File: config.mk
export PLATFORM = sky130hd
export DESIGN_NAME = mult_control
export DESIGN_NICKNAME = d
export VERILOG_FILES = /design/src/rtl/mult_pkg.sv /design/src/rtl/mult_control.sv
export SDC_FILE = /design/constraint.sdc
export NUM_CORES = 1
export LEC_CHECK = 0
export ABC_AREA = 1
export CORE_AREA = 3 3 40 42
export DETAILED_ROUTE_END_ITERATION = 6
export DIE_AREA = 0 0 43 45
export GPL_TIMING_DRIVEN = 0
export PLACE_DENSITY = 0.62
export SLEW_MARGIN = 20
export SYNTH_ARGS = -nofsm -noshare
export SYNTH_HDL_FRONTEND = slang
export SYNTH_SLANG_ARGS = --single-unit
File: constraint.sdc
create_clock -name clk -period 1.4 [get_ports clk]
set_input_delay 0.14 -clock clk [delete_from_list [all_inputs] [get_ports clk]]
set_output_delay 0.14 -clock clk [all_outputs]
set_load 0.05 [all_outputs]
File: src/rtl/mult_pkg.sv
`default_nettype none
// ============================================================================
// Module      : mult_pkg
// Description : Shared definitions for the shift-add multiplier. Holds the
//               control FSM state encoding and the default operand width
//               used by the controller, accumulator and adder.
// Revision    : 1.0 - initial release
// ============================================================================
package mult_pkg;

    // Default multiplier / multiplicand width.
    localparam int MULT_N = 4;

    // Control FSM state encoding (2-bit).
    localparam logic [1:0] ST_IDLE  = 2'd0;
    localparam logic [1:0] ST_CHECK = 2'd1;
    localparam logic [1:0] ST_SHIFT = 2'd2;
    localparam logic [1:0] ST_DONE  = 2'd3;

endpackage : mult_pkg
`default_nettype wire

File: src/rtl/mult_control.sv
`default_nettype none
// ============================================================================
// Module      : mult_control
// Description : Control FSM for the shift-add multiplier. Issues load, add
//               and shift strobes to the accumulator, inspecting the current
//               multiplier LSB to choose add-then-shift or shift-only per bit,
//               and reports completion with a four-phase start/done handshake.
// Revision    : 1.0 - initial release
//
// Ports:
//   clk    in   system clock, rising edge
//   rst_n  in   asynchronous active-low reset
//   st     in   start request (level), sampled in IDLE and DONE only
//   m      in   current multiplier LSB (accumulator bit 0)
//   load   out  load multiplier into accumulator, clear upper bits
//   ad     out  write adder result into accumulator upper N+1 bits
//   sh     out  shift accumulator right by one
//   busy   out  high in CHECK and SHIFT
//   done   out  product valid; high in DONE
// ============================================================================
module mult_control
    import mult_pkg::*;
#(
    parameter int N = MULT_N
) (
    input  logic clk,
    input  logic rst_n,
    input  logic st,
    input  logic m,
    output logic load,
    output logic ad,
    output logic sh,
    output logic busy,
    output logic done
);

    // Shift-counter width; guarded so a 1-bit multiplier still gets a counter.
    localparam int CW = (N > 1) ? $clog2(N) : 1;
    localparam logic [CW-1:0] C_CNT_LAST = CW'(N - 1);

    logic [1:0]    state_q, state_d;
    logic [CW-1:0] cnt_q, cnt_d;

    logic w_load, w_ad, w_sh, w_busy, w_done;
    logic w_last;

    assign w_last = (cnt_q == C_CNT_LAST);

    always_ff @(posedge clk or negedge rst_n) begin
        if (!rst_n) begin
            state_q <= ST_IDLE;
            cnt_q   <= '0;
        end else begin
            state_q <= state_d;
            cnt_q   <= cnt_d;
        end
    end

    // Next state and Mealy control strobes. Strobes are valid during the
    // cycle preceding the edge on which the accumulator acts on them.
    always_comb begin
        state_d = state_q;
        cnt_d   = cnt_q;
        w_load  = 1'b0;
        w_ad    = 1'b0;
        w_sh    = 1'b0;
        w_done  = 1'b0;
        case (state_q)
            ST_IDLE: begin
                w_load = st;
                if (st) begin
                    state_d = ST_CHECK;
                    cnt_d   = '0;
                end
            end
            ST_CHECK: begin
                if (m) begin
                    w_ad    = 1'b1;
                    state_d = ST_SHIFT;
                end else begin
                    w_sh = 1'b1;
                    // Last bit: go to DONE and leave the counter parked at N-1.
                    if (w_last) begin
                        state_d = ST_DONE;
                    end else begin
                        cnt_d   = cnt_q + CW'(1);
                    end
                end
            end
            ST_SHIFT: begin
                w_sh = 1'b1;
                if (w_last) begin
                    state_d = ST_DONE;
                end else begin
                    cnt_d   = cnt_q + CW'(1);
                    state_d = ST_CHECK;
                end
            end
            ST_DONE: begin
                w_done = 1'b1;
                // Holding st high keeps the product visible; a new start
                // requires st to be seen low here first.
                if (!st) begin
                    state_d = ST_IDLE;
                end
            end
            default: begin
                state_d = ST_IDLE;
                cnt_d   = '0;
            end
        endcase
    end

    assign w_busy = (state_q == ST_CHECK) || (state_q == ST_SHIFT);

    // Gating with rst_n keeps every output low for the whole reset pulse,
    // including the combinational path from st to load.
    assign load = w_load & rst_n;
    assign ad   = w_ad   & rst_n;
    assign sh   = w_sh   & rst_n;
    assign busy = w_busy & rst_n;
    assign done = w_done & rst_n;

endmodule : mult_control
`default_nettype wire

# == Yosys cells after proc, flatten, opt, wreduce, memory -nomap -nowiden ==
# Index checks and enable logic that the tools add are counted.
# word_totals
ff_bits,4
inputBits,4
out_inout_bits,5
wordCells,37
# op_classes
n_mux,16
reduce_logical,5
n_eq_ne,8
n_bitwise,5
addsub,1
# op_table
operator,n
$mux W2,8
$pmux W2 S4,1
$eq A2 B2 Y1 const B,3
$ne A2 B2 Y1 const B,3
$pmux W2 S3,1
$reduce_and A3 Y1,2
$and A1 B1 Y1,5
$mux W1,5
$ne A3 B3 Y1 const B,1
$reduce_bool A3 Y1,1
$add A2 B1 Y2 const B,1
$eq A2 B1 Y1 const B,1
$logic_not A2 Y1,1
$pmux W1 S2,1
$logic_or A1 B1 Y1,1

# == Logic depth before layout (Yosys ltp) ==
# logic_depth
ltp_word,4
ltp_mapped,8
mapped_depth_nobuf,8

# == Worst setup path after synthesis ==
# Ideal clock, no wire load.
# synth_path
path_kind,reg-to-output
from,reg state_q[1]
to,out sh
required_time_ps,1260
stages_incl_launch_ff,5
arrival_ps,1627
path_buffers,0
setup_slack_ps,-367
cell_sequence,dfrtp_1 -> inv_1 -> ha_1 -> nand2_1 -> a21oi_1
# synth_between
elab_chain_cells,3
elab_cells_between_ends,4
cone_classes,eq/ne (2); mux (1); bitwise (1)
# synth_rtl
item,line_no,rtl
start: declaration,mult_control.sv:41,"logic [1:0] state_q, state_d;"
start signal: assignment,mult_control.sv:54,state_q <= state_d;
$eq A2 B2 Y1 or $eq A2 B1 Y1 (tied branches),mult_control.sv:68,case (state_q)
$pmux W1 S2 (*),mult_control.sv:68,
$and A1 B1 Y1 (*),mult_control.sv:120,assign sh = w_sh & rst_n;
end: declaration,mult_control.sv:32,"output logic sh,"
# Every way passes the cells marked *; elsewhere a longest branch is shown, timed or not.

# == Final worst setup path ==
# Same ends and word-level chain as after synthesis.

==> impl_results.html <==
<table>
<tr><th>Metric</th><th>Value</th></tr>
<tr><th colspan="2">Run status</th></tr>
<tr><td>Status</td><td>complete, but fails checks</td></tr>
<tr><td>Violations in the final reports</td><td>negative setup slack</td></tr>
<tr><th colspan="2">Yosys</th></tr>
<tr><td>Share of async-settable or async-resettable flops after synthesis</td><td>1.000</td></tr>
<tr><td>Share of the synthesized area in the top cell type</td><td>0.2640</td></tr>
<tr><td>Sequential element share of the synthesized area</td><td>0.2640</td></tr>
<tr><td>Library cells used by synthesis</td><td>11</td></tr>
<tr><td>Number of warnings issued by yosys</td><td>0</td></tr>
<tr><td>Top area cells in the synthesized netlist</td><td>dfrtp_1, nand2_1, ha_1</td></tr>
<tr><td>Most frequent cell after synthesis</td><td>nand2_1</td></tr>
<tr><td>Top post-synthesis cells by count</td><td>nand2_1, inv_1, nand3_1</td></tr>
<tr><td>Syn Nets</td><td>68</td></tr>
<tr><td>Post-synth EDFFs</td><td>0</td></tr>
<tr><td>Post-Synthesis Mean Instance Area</td><td>roughly 6.4 sq um</td></tr>
<tr><td>Primary flip-flop cell chosen by synthesis mapping</td><td>dfrtp_1</td></tr>
<tr><td>Gate count of the mapped netlist</td><td>slightly below 60</td></tr>
<tr><td>Post-synthesis instance area</td><td>roughly 380 sq um</td></tr>
<tr><td>Synth area leader</td><td>dfrtp_1</td></tr>
<tr><td>Synth Register Bits</td><td>4</td></tr>
<tr><th colspan="2">Power and ir drop</th></tr>
<tr><td>Leakage power of the design</td><td>about 0.00034 uW</td></tr>
<tr><td>Total power</td><td>between 1000 and 1500 uW</td></tr>
<tr><td>VDD IR-drop max</td><td>a little under 1 mV</td></tr>
<tr><td>Power per Cell Area</td><td>approximately 2400 nW/um^2</td></tr>
<tr><th colspan="2">STA</th></tr>
<tr><td>Relative max-transition margin</td><td>0.8366</td></tr>
<tr><td>Max-slew violation total from the final report</td><td>0</td></tr>
<tr><td>RSZ-0062 raised after global routing</td><td>true</td></tr>
<tr><td>Setup TNS Final</td><td>-0.04132 ns</td></tr>
<tr><td>Maximum frequency from static timing analysis</td><td>roughly 690 MHz</td></tr>
<tr><td>Final worst path period share</td><td>1.030</td></tr>
<tr><td>Total setup violations reported at the end of the flow</td><td>1</td></tr>
<tr><td>Measured slew at the worst slew-check pin</td><td>about 0.25 ns</td></tr>
<tr><td>Minimum setup slack in the final design</td><td>-0.04132 ns</td></tr>
<tr><td>Final critical path time including I/O delays and setup</td><td>roughly 1.4 ns</td></tr>
<tr><td>Endpoints failing hold</td><td>0</td></tr>
<tr><td>Clock tree skew after final layout</td><td>approximately 0.00091 ns</td></tr>
<tr><th colspan="2">Floorplan</th></tr>
<tr><td>Die Area</td><td>roughly 1900 sq um</td></tr>
<tr><td>Io pins</td><td>9</td></tr>
<tr><td>Initial standard-cell utilization of the core</td><td>0.2950</td></tr>
<tr><td>Die Ht</td><td>about 45 um</td></tr>
<tr><td>Core Rows</td><td>13</td></tr>
<tr><td>Horizontal die dimension</td><td>43 um</td></tr>
<tr><td>Area inside the core boundary</td><td>around 1300 sq um</td></tr>
<tr><th colspan="2">Global routing</th></tr>
<tr><td>First-pass GRT wire length</td><td>approximately 1.4 mm</td></tr>
<tr><td>Global-route total usage across every layer</td><td>0.1018</td></tr>
<tr><td>Number of global-route vias before repair</td><td>approximately 360</td></tr>
<tr><td>Number of antenna violations at the first check in global routing</td><td>0</td></tr>
<tr><td>Maximum number of pins on one net before global-route repair</td><td>5</td></tr>
<tr><td>Total overflow reported by the global router</td><td>0</td></tr>
<tr><th colspan="2">Setup path</th></tr>
<tr><td>Register-to-Register Path Depth</td><td>9</td></tr>
<tr><td>Arrival time at the worst endpoint</td><td>roughly 1.3 ns</td></tr>
<tr><td>Critical Path Slowest Stage Cell</td><td>dfrtp_1</td></tr>
<tr><td>CP Max Fanout</td><td>3</td></tr>
<tr><td>Slowest Stage Delay on Critical Path</td><td>roughly 0.37 ns</td></tr>
<tr><td>Worst EP required</td><td>~1.3 ns</td></tr>
<tr><td>Crit path max-delay family</td><td>flip-flops</td></tr>
<tr><td>Critical Path End Type</td><td>primary output</td></tr>
<tr><td>Number of cells on the critical path</td><td>5</td></tr>
<tr><td>Critical path start-end classification</td><td>reg -&gt; out</td></tr>
<tr><td>Number of buffers and inverters on the critical path</td><td>2</td></tr>
<tr><td>Setup crit start kind</td><td>flop</td></tr>
<tr><td>Cells along the critical path</td><td>inv_2 -&gt; ha_4 -&gt; nand2_2 -&gt; a21oi_2 -&gt; buf_6</td></tr>
<tr><th colspan="2">Flow run</th></tr>
<tr><td>Max-capacitance violation count</td><td>0</td></tr>
<tr><th colspan="2">Detailed routing</th></tr>
<tr><td>Number of iterations in the first detailed-routing pass</td><td>2</td></tr>
<tr><td>Detailed-route vias per instance</td><td>~4.2</td></tr>
<tr><td>Routed wire length</td><td>between 700 and 800 um</td></tr>
<tr><td>Count of nets left with antenna violations after detail routing</td><td>0</td></tr>
<tr><td>Average wire per standard cell</td><td>~8.8 um</td></tr>
<tr><td>Number of remaining DRC errors</td><td>0</td></tr>
<tr><td>Via count</td><td>around 380</td></tr>
<tr><td>Initial DRC count</td><td>4</td></tr>
<tr><th colspan="2">Clock tree</th></tr>
<tr><td>Worst-path clk slew</td><td>approximately 0.03 ns</td></tr>
<tr><td>CTS max path bufs</td><td>2</td></tr>
<tr><td>CTS sink count</td><td>4</td></tr>
<tr><td>Insertion delay of the later-clocked pin in the worst-skew pair</td><td>between 0.2 and 0.25 ns</td></tr>
<tr><td>Depth of the CTS H-tree</td><td>1</td></tr>
<tr><td>CTS tree</td><td>yes</td></tr>
<tr><td>Number of buffers added by the clock tree synthesis step</td><td>3</td></tr>
<tr><td>Root Buffer</td><td>clkbuf_4</td></tr>
<tr><th colspan="2">Finish</th></tr>
<tr><td>Signed area change from the synthesized netlist to the final layout</td><td>56.44%</td></tr>
<tr><td>Antenna cells</td><td>0</td></tr>
<tr><td>Net total in the final layout</td><td>a little under 90</td></tr>
<tr><td>Design area</td><td>between 500 and 600 sq um</td></tr>
<tr><td>Layout cells sized above 1</td><td>0.4342</td></tr>
<tr><td>Fill cells</td><td>about 140</td></tr>
<tr><th colspan="2">Min path</th></tr>
<tr><td>Path class of the lowest-slack min-delay path</td><td>reg -&gt; reg</td></tr>
<tr><td>Hold Crit Depth</td><td>2</td></tr>
<tr><th colspan="2">Placement</th></tr>
<tr><td>Area post-placement</td><td>just under 500 sq um</td></tr>
<tr><td>Final weighted congestion in routability-driven placement</td><td>approximately 0.75</td></tr>
<tr><td>Buffers on Ports</td><td>8</td></tr>
<tr><td>Detailed placement HPWL</td><td>~600 um</td></tr>
</table>
==> power breakdown <==
group | leakage [uW] | switching [uW] | internal, uW
clock network | 0.0000138 | 39.5 | 95.4
logic | 0.000280 | 620 | 451
registers | 0.0000505 | 40.8 | 170
total | 0.000344 | 700 | 716
==> final cells by class <==
| class | instances | area [sq um] | share of cell area |
|---|---|---|---|
| well taps | 15 | 18.77 | 0.03165 |
| clock buffers | 3 | 22.52 | 0.03797 |
| multi-input cells | 42 | 276.5 | 0.4662 |
| repair buffers | 14 | 126.4 | 0.2131 |
| inverters | 13 | 48.80 | 0.08228 |
| flip-flops and latches | 4 | 100.1 | 0.1688 |
==> through the flow <==
step | hold slack (ns) | setup slack, ns | cells | util
final | 0.4740 | -0.04132 | 91 | 0.4615
after global routing | 0.5269 | -0.1099 | 91 | 0.4615
after CTS | 0.4795 | -0.04408 | 90 | 0.4440
after detailed placement | 0.4124 | -0.5979 | 82 | 0.3788
after global placement | 0.4126 | -0.5931 | 82 | 0.3788
after floorplan | -0.1556 | -0.06379 | 59 | -
==> path summary, 6_finish.rpt <==
path	slack, ns	end	from
max reg2reg	0.02	cnt_q[0]	state_q[1]
min in group asynchronous	0.53	state_q[1]	rst_n
max in group asynchronous	0.70	cnt_q[1]	rst_n
min	0.47	cnt_q[1]	cnt_q[1]
min reg2reg	0.47	cnt_q[1]	cnt_q[1]
max	-0.04	sh	state_q[1]
==> timing repair <==
item	in CTS	in global routing
resized for setup	39	6
buffers inserted	4	1
setup endpoints to repair	5	6
hold endpoints to repair	4	0
pin swaps	2	1
hold buffers	1	0
==> state kept, by name, summed over array words and instances, names as in the netlist <==
register  count
state_q       2
cnt_q         2
==> placed cells by master (no fill, tap or decap) <==
cell type and n:
nand2_1 15, inv_1 9, nand2_2 6, nor2_2 6, nand3_1 6, buf_4 5
inv_2 4, dfrtp_1 4, buf_6 4, ha_1 3, clkbuf_4 3, nor2_1 2
ha_4 2, clkdlybuf4s50_1 2, a21oi_2 1, nor2_4 1, dlygate4sd3_1 1, dlygate4sd2_1 1
buf_2 1
==> cell families (layout without fill, tap and decap cells) <==
kind of cell | count (synthesis) | count (layout) | share of synthesized area
compound gates | 1 | 1 | 0.01319
fa+ha+maj | 5 | 5 | 0.1650
simple gates | 36 | 36 | 0.4291
flops | 4 | 4 | 0.2640
buf+inv | 13 | 30 | 0.1287
==> layer usage <==
layer / track usage / routed length [um] / vias to the layer above / part of all wire
li1: - / - / 209 / -
met1: 0.1286 / 361 / 169 / 0.45
met2: 0.1497 / 403 / 6 / 0.50
met3: 0.02789 / 34 / 0 / 0.043
met4: 0.07229 / 0 / 0 / 0
met5: 0 / 0 / - / 0
==> worst min-delay path, cell delays in order (launching register included) <==
cell and delay [ns]:
dfrtp_1 0.34, nand2_1 0.05, nand2_1 0.05
(Power assumes the default switching activity.)
